===== src/rtl/cpu_pkg.sv =====
// Shared CPU constants: datapath width, NOP encoding, next-PC select codes.
// Also used by pc_control, so encodings here must stay stable.
package cpu_pkg;

  localparam int XLEN = 32;

  localparam logic [XLEN-1:0] NOP = 32'h0000_0013;

  localparam logic [1:0] PC_SEL_PLUS4  = 2'b00;
  localparam logic [1:0] PC_SEL_BRANCH = 2'b01;
  localparam logic [1:0] PC_SEL_JAL    = 2'b10;
  localparam logic [1:0] PC_SEL_JALR   = 2'b11;

  function automatic logic is_redirect(input logic [1:0] sel);
    return sel != PC_SEL_PLUS4;
  endfunction

endpackage


===== src/rtl/fetch_stage_if.sv =====
// Instruction-memory bus plus the IF/EXE register outputs of the fetch stage.
// master = fetch stage, slave = memory / downstream EXE stage.
interface fetch_stage_if;
  import cpu_pkg::*;

  logic [XLEN-1:0] imem_addr;
  logic [XLEN-1:0] imem_rdata;
  logic [XLEN-1:0] if_pc;
  logic [XLEN-1:0] if_instr;
  logic            if_valid;

  modport master (
    output imem_addr,
    input  imem_rdata,
    output if_pc,
    output if_instr,
    output if_valid
  );

  modport slave (
    input  imem_addr,
    output imem_rdata,
    input  if_pc,
    input  if_instr,
    input  if_valid
  );

endinterface


===== src/rtl/next_pc_sel.sv =====
// Next-PC selection: PC+4 (mod 2^32) or one of the EXE-stage redirect targets.
// Latency: purely combinational. Backpressure: none; stall is handled by the caller.
// Jalr target arrives as rs1+imm, so bit 0 is cleared here before anyone sees it.
module next_pc_sel
  import cpu_pkg::*;
(
  input  logic [XLEN-1:0] pc,
  input  logic [1:0]      pc_mux_select,
  input  logic [XLEN-1:0] branch_target,
  input  logic [XLEN-1:0] jal_target,
  input  logic [XLEN-1:0] jalr_target,
  output logic [XLEN-1:0] pc_plus4,
  output logic            redirect,
  output logic [XLEN-1:0] target
);

  assign pc_plus4 = pc + 32'd4;
  assign redirect = is_redirect(pc_mux_select);

  always_comb begin
    target = pc_plus4;
    case (pc_mux_select)
      PC_SEL_BRANCH: target = branch_target;
      PC_SEL_JAL:    target = jal_target;
      PC_SEL_JALR:   target = {jalr_target[XLEN-1:1], 1'b0};
      default:       target = pc_plus4;
    endcase
  end

endmodule


===== src/rtl/fetch_stage.sv =====
// Fetch stage: PC register, IF/EXE pipeline register and RUN/HALT FSM.
// Latency: imem_addr follows PC combinationally; fetched word lands in IF/EXE one edge later.
// Backpressure: stall holds PC and IF/EXE; redirects override stall. MISALIGN_TRAP_EN enables the trap.
module fetch_stage
  import cpu_pkg::*;
#(
  parameter logic [31:0] RESET_PC = 32'h0000_0000
) (
  input  logic            clk,
  input  logic            rst,
  input  logic [1:0]      pc_mux_select,
  input  logic [XLEN-1:0] branch_target,
  input  logic [XLEN-1:0] jal_target,
  input  logic [XLEN-1:0] jalr_target,
  input  logic            stall,
  output logic            misalign_fault,
  fetch_stage_if.master   fb
);

  localparam logic [0:0] ST_RUN  = 1'b0;
  localparam logic [0:0] ST_HALT = 1'b1;

  logic [0:0]      state;
  logic [XLEN-1:0] pc;
  logic [XLEN-1:0] pc_plus4;
  logic [XLEN-1:0] target;
  logic            redirect;
  logic [XLEN-1:0] if_pc_q;
  logic [XLEN-1:0] if_instr_q;
  logic            if_valid_q;

  next_pc_sel u_next_pc_sel (
    .pc            (pc),
    .pc_mux_select (pc_mux_select),
    .branch_target (branch_target),
    .jal_target    (jal_target),
    .jalr_target   (jalr_target),
    .pc_plus4      (pc_plus4),
    .redirect      (redirect),
    .target        (target)
  );

  assign fb.imem_addr = pc;
  assign fb.if_pc     = if_pc_q;
  assign fb.if_instr  = if_instr_q;
  assign fb.if_valid  = if_valid_q;

`ifdef MISALIGN_TRAP_EN
  logic fault_q;
  logic target_misaligned;

  assign target_misaligned = target[1:0] != 2'b00;
  assign misalign_fault    = fault_q;

  always_ff @(posedge clk) begin
    if (rst) begin
      pc         <= RESET_PC;
      if_pc_q    <= '0;
      if_instr_q <= NOP;
      if_valid_q <= 1'b0;
      fault_q    <= 1'b0;
      state      <= ST_RUN;
    end else if (state == ST_HALT) begin
      // Parked until reset: PC frozen, bubbles only.
      if_instr_q <= NOP;
      if_valid_q <= 1'b0;
    end else if (redirect) begin
      if_pc_q    <= pc;
      if_instr_q <= NOP;
      if_valid_q <= 1'b0;
      if (target_misaligned) begin
        fault_q <= 1'b1;
        state   <= ST_HALT;
      end else begin
        pc <= target;
      end
    end else if (!stall) begin
      pc         <= pc_plus4;
      if_pc_q    <= pc;
      if_instr_q <= fb.imem_rdata;
      if_valid_q <= 1'b1;
    end
  end
`else
  assign misalign_fault = 1'b0;

  always_ff @(posedge clk) begin
    if (rst) begin
      pc         <= RESET_PC;
      if_pc_q    <= '0;
      if_instr_q <= NOP;
      if_valid_q <= 1'b0;
      state      <= ST_RUN;
    end else if (state == ST_HALT) begin
      if_instr_q <= NOP;
      if_valid_q <= 1'b0;
    end else if (redirect) begin
      // Without the trap, targets are silently word-aligned.
      pc         <= target & ~32'h3;
      if_pc_q    <= pc;
      if_instr_q <= NOP;
      if_valid_q <= 1'b0;
    end else if (!stall) begin
      pc         <= pc_plus4;
      if_pc_q    <= pc;
      if_instr_q <= fb.imem_rdata;
      if_valid_q <= 1'b1;
    end
  end
`endif

endmodule


===== src/flat_wrapper.sv =====
// flat-port wrapper written by rule: the top's interface ports become plain ports
module fetch_stage_flat import cpu_pkg::*;
#(
  parameter logic [31:0] RESET_PC = 32'h0000_0000
)
  (clk, rst, pc_mux_select, branch_target, jal_target, jalr_target, stall, misalign_fault, fb_imem_addr, fb_imem_rdata, fb_if_pc, fb_if_instr, fb_if_valid);
  fetch_stage_if fb_i ();
  input  logic clk;
  input  logic rst;
  input  logic [1:0] pc_mux_select;
  input  logic [XLEN-1:0] branch_target;
  input  logic [XLEN-1:0] jal_target;
  input  logic [XLEN-1:0] jalr_target;
  input  logic stall;
  output logic misalign_fault;
  output wire logic [$bits(fb_i.imem_addr)-1:0] fb_imem_addr;
  input wire logic [$bits(fb_i.imem_rdata)-1:0] fb_imem_rdata;
  output wire logic [$bits(fb_i.if_pc)-1:0] fb_if_pc;
  output wire logic [$bits(fb_i.if_instr)-1:0] fb_if_instr;
  output wire logic [$bits(fb_i.if_valid)-1:0] fb_if_valid;
  assign fb_imem_addr = fb_i.imem_addr;
  assign fb_i.imem_rdata = fb_imem_rdata;
  assign fb_if_pc = fb_i.if_pc;
  assign fb_if_instr = fb_i.if_instr;
  assign fb_if_valid = fb_i.if_valid;
  fetch_stage #(.RESET_PC(RESET_PC)) u_core (.clk(clk), .rst(rst), .pc_mux_select(pc_mux_select), .branch_target(branch_target), .jal_target(jal_target), .jalr_target(jalr_target), .stall(stall), .misalign_fault(misalign_fault), .fb(fb_i));
endmodule

===== config.mk =====
export PLATFORM = sky130hd
export DESIGN_NAME = fetch_stage_flat
export DESIGN_NICKNAME = d
export VERILOG_FILES = /design/src/rtl/cpu_pkg.sv /design/src/rtl/fetch_stage_if.sv /design/src/rtl/next_pc_sel.sv /design/src/rtl/fetch_stage.sv /design/src/flat_wrapper.sv
export SDC_FILE = /design/constraint.sdc
export NUM_CORES = 1
export LEC_CHECK = 0
export CAP_MARGIN = 20
export CORE_MARGIN = 2
export CORE_UTILIZATION = 36
export CTS_CLUSTER_DIAMETER = 60
export DETAILED_ROUTE_END_ITERATION = 8
export GPL_ROUTABILITY_DRIVEN = 0
export GPL_TIMING_DRIVEN = 0
export PLACE_DENSITY = 0.75
export SYNTH_ARGS = -nofsm -noshare
export SYNTH_HDL_FRONTEND = slang
export SYNTH_SLANG_ARGS = --single-unit
export TNS_END_PERCENT = 5

===== constraint.sdc =====
create_clock -name clk -period 2.5 [get_ports clk]
set_input_delay 0.75 -clock clk [delete_from_list [all_inputs] [get_ports clk]]
set_output_delay 0.75 -clock clk [all_outputs]
set_load 0.01 [all_outputs]

==> out/metrics.csv, run 1 <==
metric,value,unit
post-route cell area,7280,sq um
status,"finished, violations left",
final setup fails,1,
Leakage Power,2.70,nW
overall die width,116,um
Layout Utilization,60.1,%
Pwr Total,0.00391,W
Syn. warnings,0,
"Largest stage delay, worst path",650,ps
Synth Area per Inst,9.08,sq um
Max VDD drop,0.394,mV
CTS Root Cell,clkbuf_16,
CTS tree,done,
Residual DRC,0,
worst-margin pin slew,779,ps
clk sinks,93,
CP Capture Type,register,
number of synthesized flops with an enable pin,0,
io pins,231,
crit-path cells,clkdlybuf4s50_1 > inv_1 > mux4_4 > and3_1 > o31a_1,
fin crit share,100,%
post-layout min period,2500,ps
Clock Tree Buf Depth,2,
worst skew pair latency,340,ps
HP Class,register to register,
area post-placement,6900,sq um
Setup Total Neg Slack,-2.71,ps
leading area contributor after synthesis,dfxtp_1,
Netlist Area Pre-Place,4500,sq um
IO buf count,217,
post-synthesis sequential area ratio,41.3,%
share of layout cells above drive strength 1,10.3,%
failing checks,setup timing,
drt pass-1 iters,5,
largest net degree at the start of global routing,16,
worst path required time,2730,ps
Num CTS Buffers,9,
FILL cells,1078,
initial antenna violation count,0,
Final Hold Fails,0,
wire per inst,17.4,um
Synth top area share,41.3,%
Storage cell area,1870,sq um
DR vias,4676,
async set or reset register ratio after synthesis,0,%
Syn-to-layout area delta,61.7,%
Layout Skew,4.21,ps
vias in the first global route,4798,
WL final,15.7,mm
worst slew margin relative to its limit,48.1,%
Via density,5.18,
first-pass GRT wire length,24.3,mm
final net count,864,
CTS H-Tree Depth,3,
Final Slew Violations,0,
Die ar.,13400,sq um
GRT Resource Usage Total,23.6,%
CP max FO,8,
"Reg clk slew, reported paths",60,ps
RSZ-0062 raised after global routing,yes,
Slowest cell on crit path,mux4_4,
die height,116,um
critical path class,input port to register,
r2r setup slk,20,ps
synth cell count leaders,"93 x dfxtp_1, 79 x nand2_1, 48 x nor2_1",
Gate Count Post-Synth,496,
synth unique cells,54,
Row Count,40,
post-DP HPWL,12.2,mm
area of the core,12100,sq um
Synth Flop Type,dfxtp_1,
most common cell in the synthesized netlist,dfxtp_1,
# diodes,0,
max frequency,400,MHz
post-route setup slack,-2.71,ps
aggregate global routing overflow,0,
pwr/cell area,538,nW/um^2
Post-CTS Hold Buffers,0,
synth top area cells,"dfxtp_1 41%, mux2i_1 9.3%, mux4_2 8.0%, nand2_1 6.6%, a21oi_1 4.3%",
crit start category,input port,
Max Cap Violations,0,
Initial Util,37.2,%
"Arr. time, crit path",2730,ps
Yosys reg bits,93,
Setup Slack @ Placement,-1100,ps
area taken by multi-input logic gates,2460,sq um
Post-DRT Antenna Nets,0,
DRT iter0 DRCs,250,
## power by group
part           total, W  internal [W]  switching, W
registers       0.00165       0.00156     0.0000907
logic          0.000784      0.000471      0.000313
clock network   0.00148      0.000881      0.000595
## kinds of logic (layout without fill, tap and decap cells)
kind of cell    count (synthesis)  count (layout)  share of synthesized area (%)
simple gates                  188             188                           19.4
fa+ha+maj                       1               1                          0.278
other cells                     1               5                         0.0833
buf+inv                        49             284                           4.70
xor+xnor                       18              18                           3.50
compound gates                 83              83                           11.8
mux                            63              63                           18.9
flops                          93              93                           41.3
## final timing paths
path,startpoint,to,cells after the start
hold / removal,u_core.fb.if_pc[30],u_core.fb.if_pc[30],2
hold reg to reg,u_core.fb.if_pc[30],u_core.fb.if_pc[30],2
setup reg to reg,u_core.fb.imem_addr[3],u_core.fb.imem_addr[30],7
setup / recovery,stall,u_core.fb.imem_addr[30],5
## area by class of cell
class                   count  share of cell area [%]
plain buffers              39                    2.72
clock buffers              11                    3.20
clock inverters             5                    1.17
inverters                   9                   0.464
multi-input cells         358                    33.8
flip-flops and latches     93                    25.7
well taps                 168                    2.89
repair buffers            220                    30.1
## what timing repair did
item	in CTS	in global routing
pin swaps	0	0
gates cloned	0	0
resized for setup	14	14
setup buffers	0	3
setup endpoints to repair	91	69
## layout by cell type, fill, tap and decap left out, drive strengths merged, types with 8 or more instances in the layout
cell	synthesis	layout
dfxtp	93	93
xnor2	11	11
nand3	8	8
and2	8	8
nand2	79	79
mux2i	42	42
a211oi	9	9
inv	9	9
a21oi	39	39
mux4	17	17
buf	13	15
clkdlybuf4s50	0	217
clkbuf	27	37
nor4	10	10
nor2	48	48
o21ai	8	8
## routing by layer
layer / global-route usage, % / up-vias / share of wire, %
li1: - / 2224 / -
met3: 4.71 / 29 / 7.1
met5: 0 / - / 0
met1: 28.6 / 2221 / 41
met2: 41.1 / 202 / 50
met4: 9.68 / 0 / 2.4
## registers in the layout, summed over array words and instances, names as in the netlist
signal               count
u_core.fb.if_pc         30
u_core.fb.imem_addr     30
u_core.fb.if_instr      32
u_core.fb.if_valid       1
## worst max-delay path: cells and delay by family
| kind | cells | cell delay (ps) |
|---|---|---|
| muxes | 1 | 650 |
| and+or+nand+nor | 1 | 210 |
| AOI/OAI and AO/OA | 1 | 260 |
| buffers and inverters | 2 | 860 |
## through the flow
stage          cells  hold WS (ps)
2_1_floorplan    500           476
3_3_place_gp     885           435
3_5_place_dp     885           444
4_1_cts          901           452
5_1_grt          903           466
6_report         903           452
(Power assumes the default switching activity.)
==> run 2: changes to the inputs <==
--- a/config.mk
+++ b/config.mk
@@ -13,6 +13,7 @@
 export GPL_ROUTABILITY_DRIVEN = 0
 export GPL_TIMING_DRIVEN = 0
 export PLACE_DENSITY = 0.75
+export SLEW_MARGIN = 10
 export SYNTH_ARGS = -nofsm -noshare
 export SYNTH_HDL_FRONTEND = slang
 export SYNTH_SLANG_ARGS = --single-unit
==> results of run 2 <==
The final DEF is identical to that of run 1; final timing and power are the same.
==> run 3: changes to the inputs <==
--- a/config.mk
+++ b/config.mk
@@ -12,6 +12,7 @@
 export DETAILED_ROUTE_END_ITERATION = 8
 export GPL_ROUTABILITY_DRIVEN = 0
 export GPL_TIMING_DRIVEN = 0
+export HOLD_SLACK_MARGIN = 0.05
 export PLACE_DENSITY = 0.75
 export SLEW_MARGIN = 10
 export SYNTH_ARGS = -nofsm -noshare
==> results of run 3 <==
The final DEF is identical to that of run 1; final timing and power are the same.
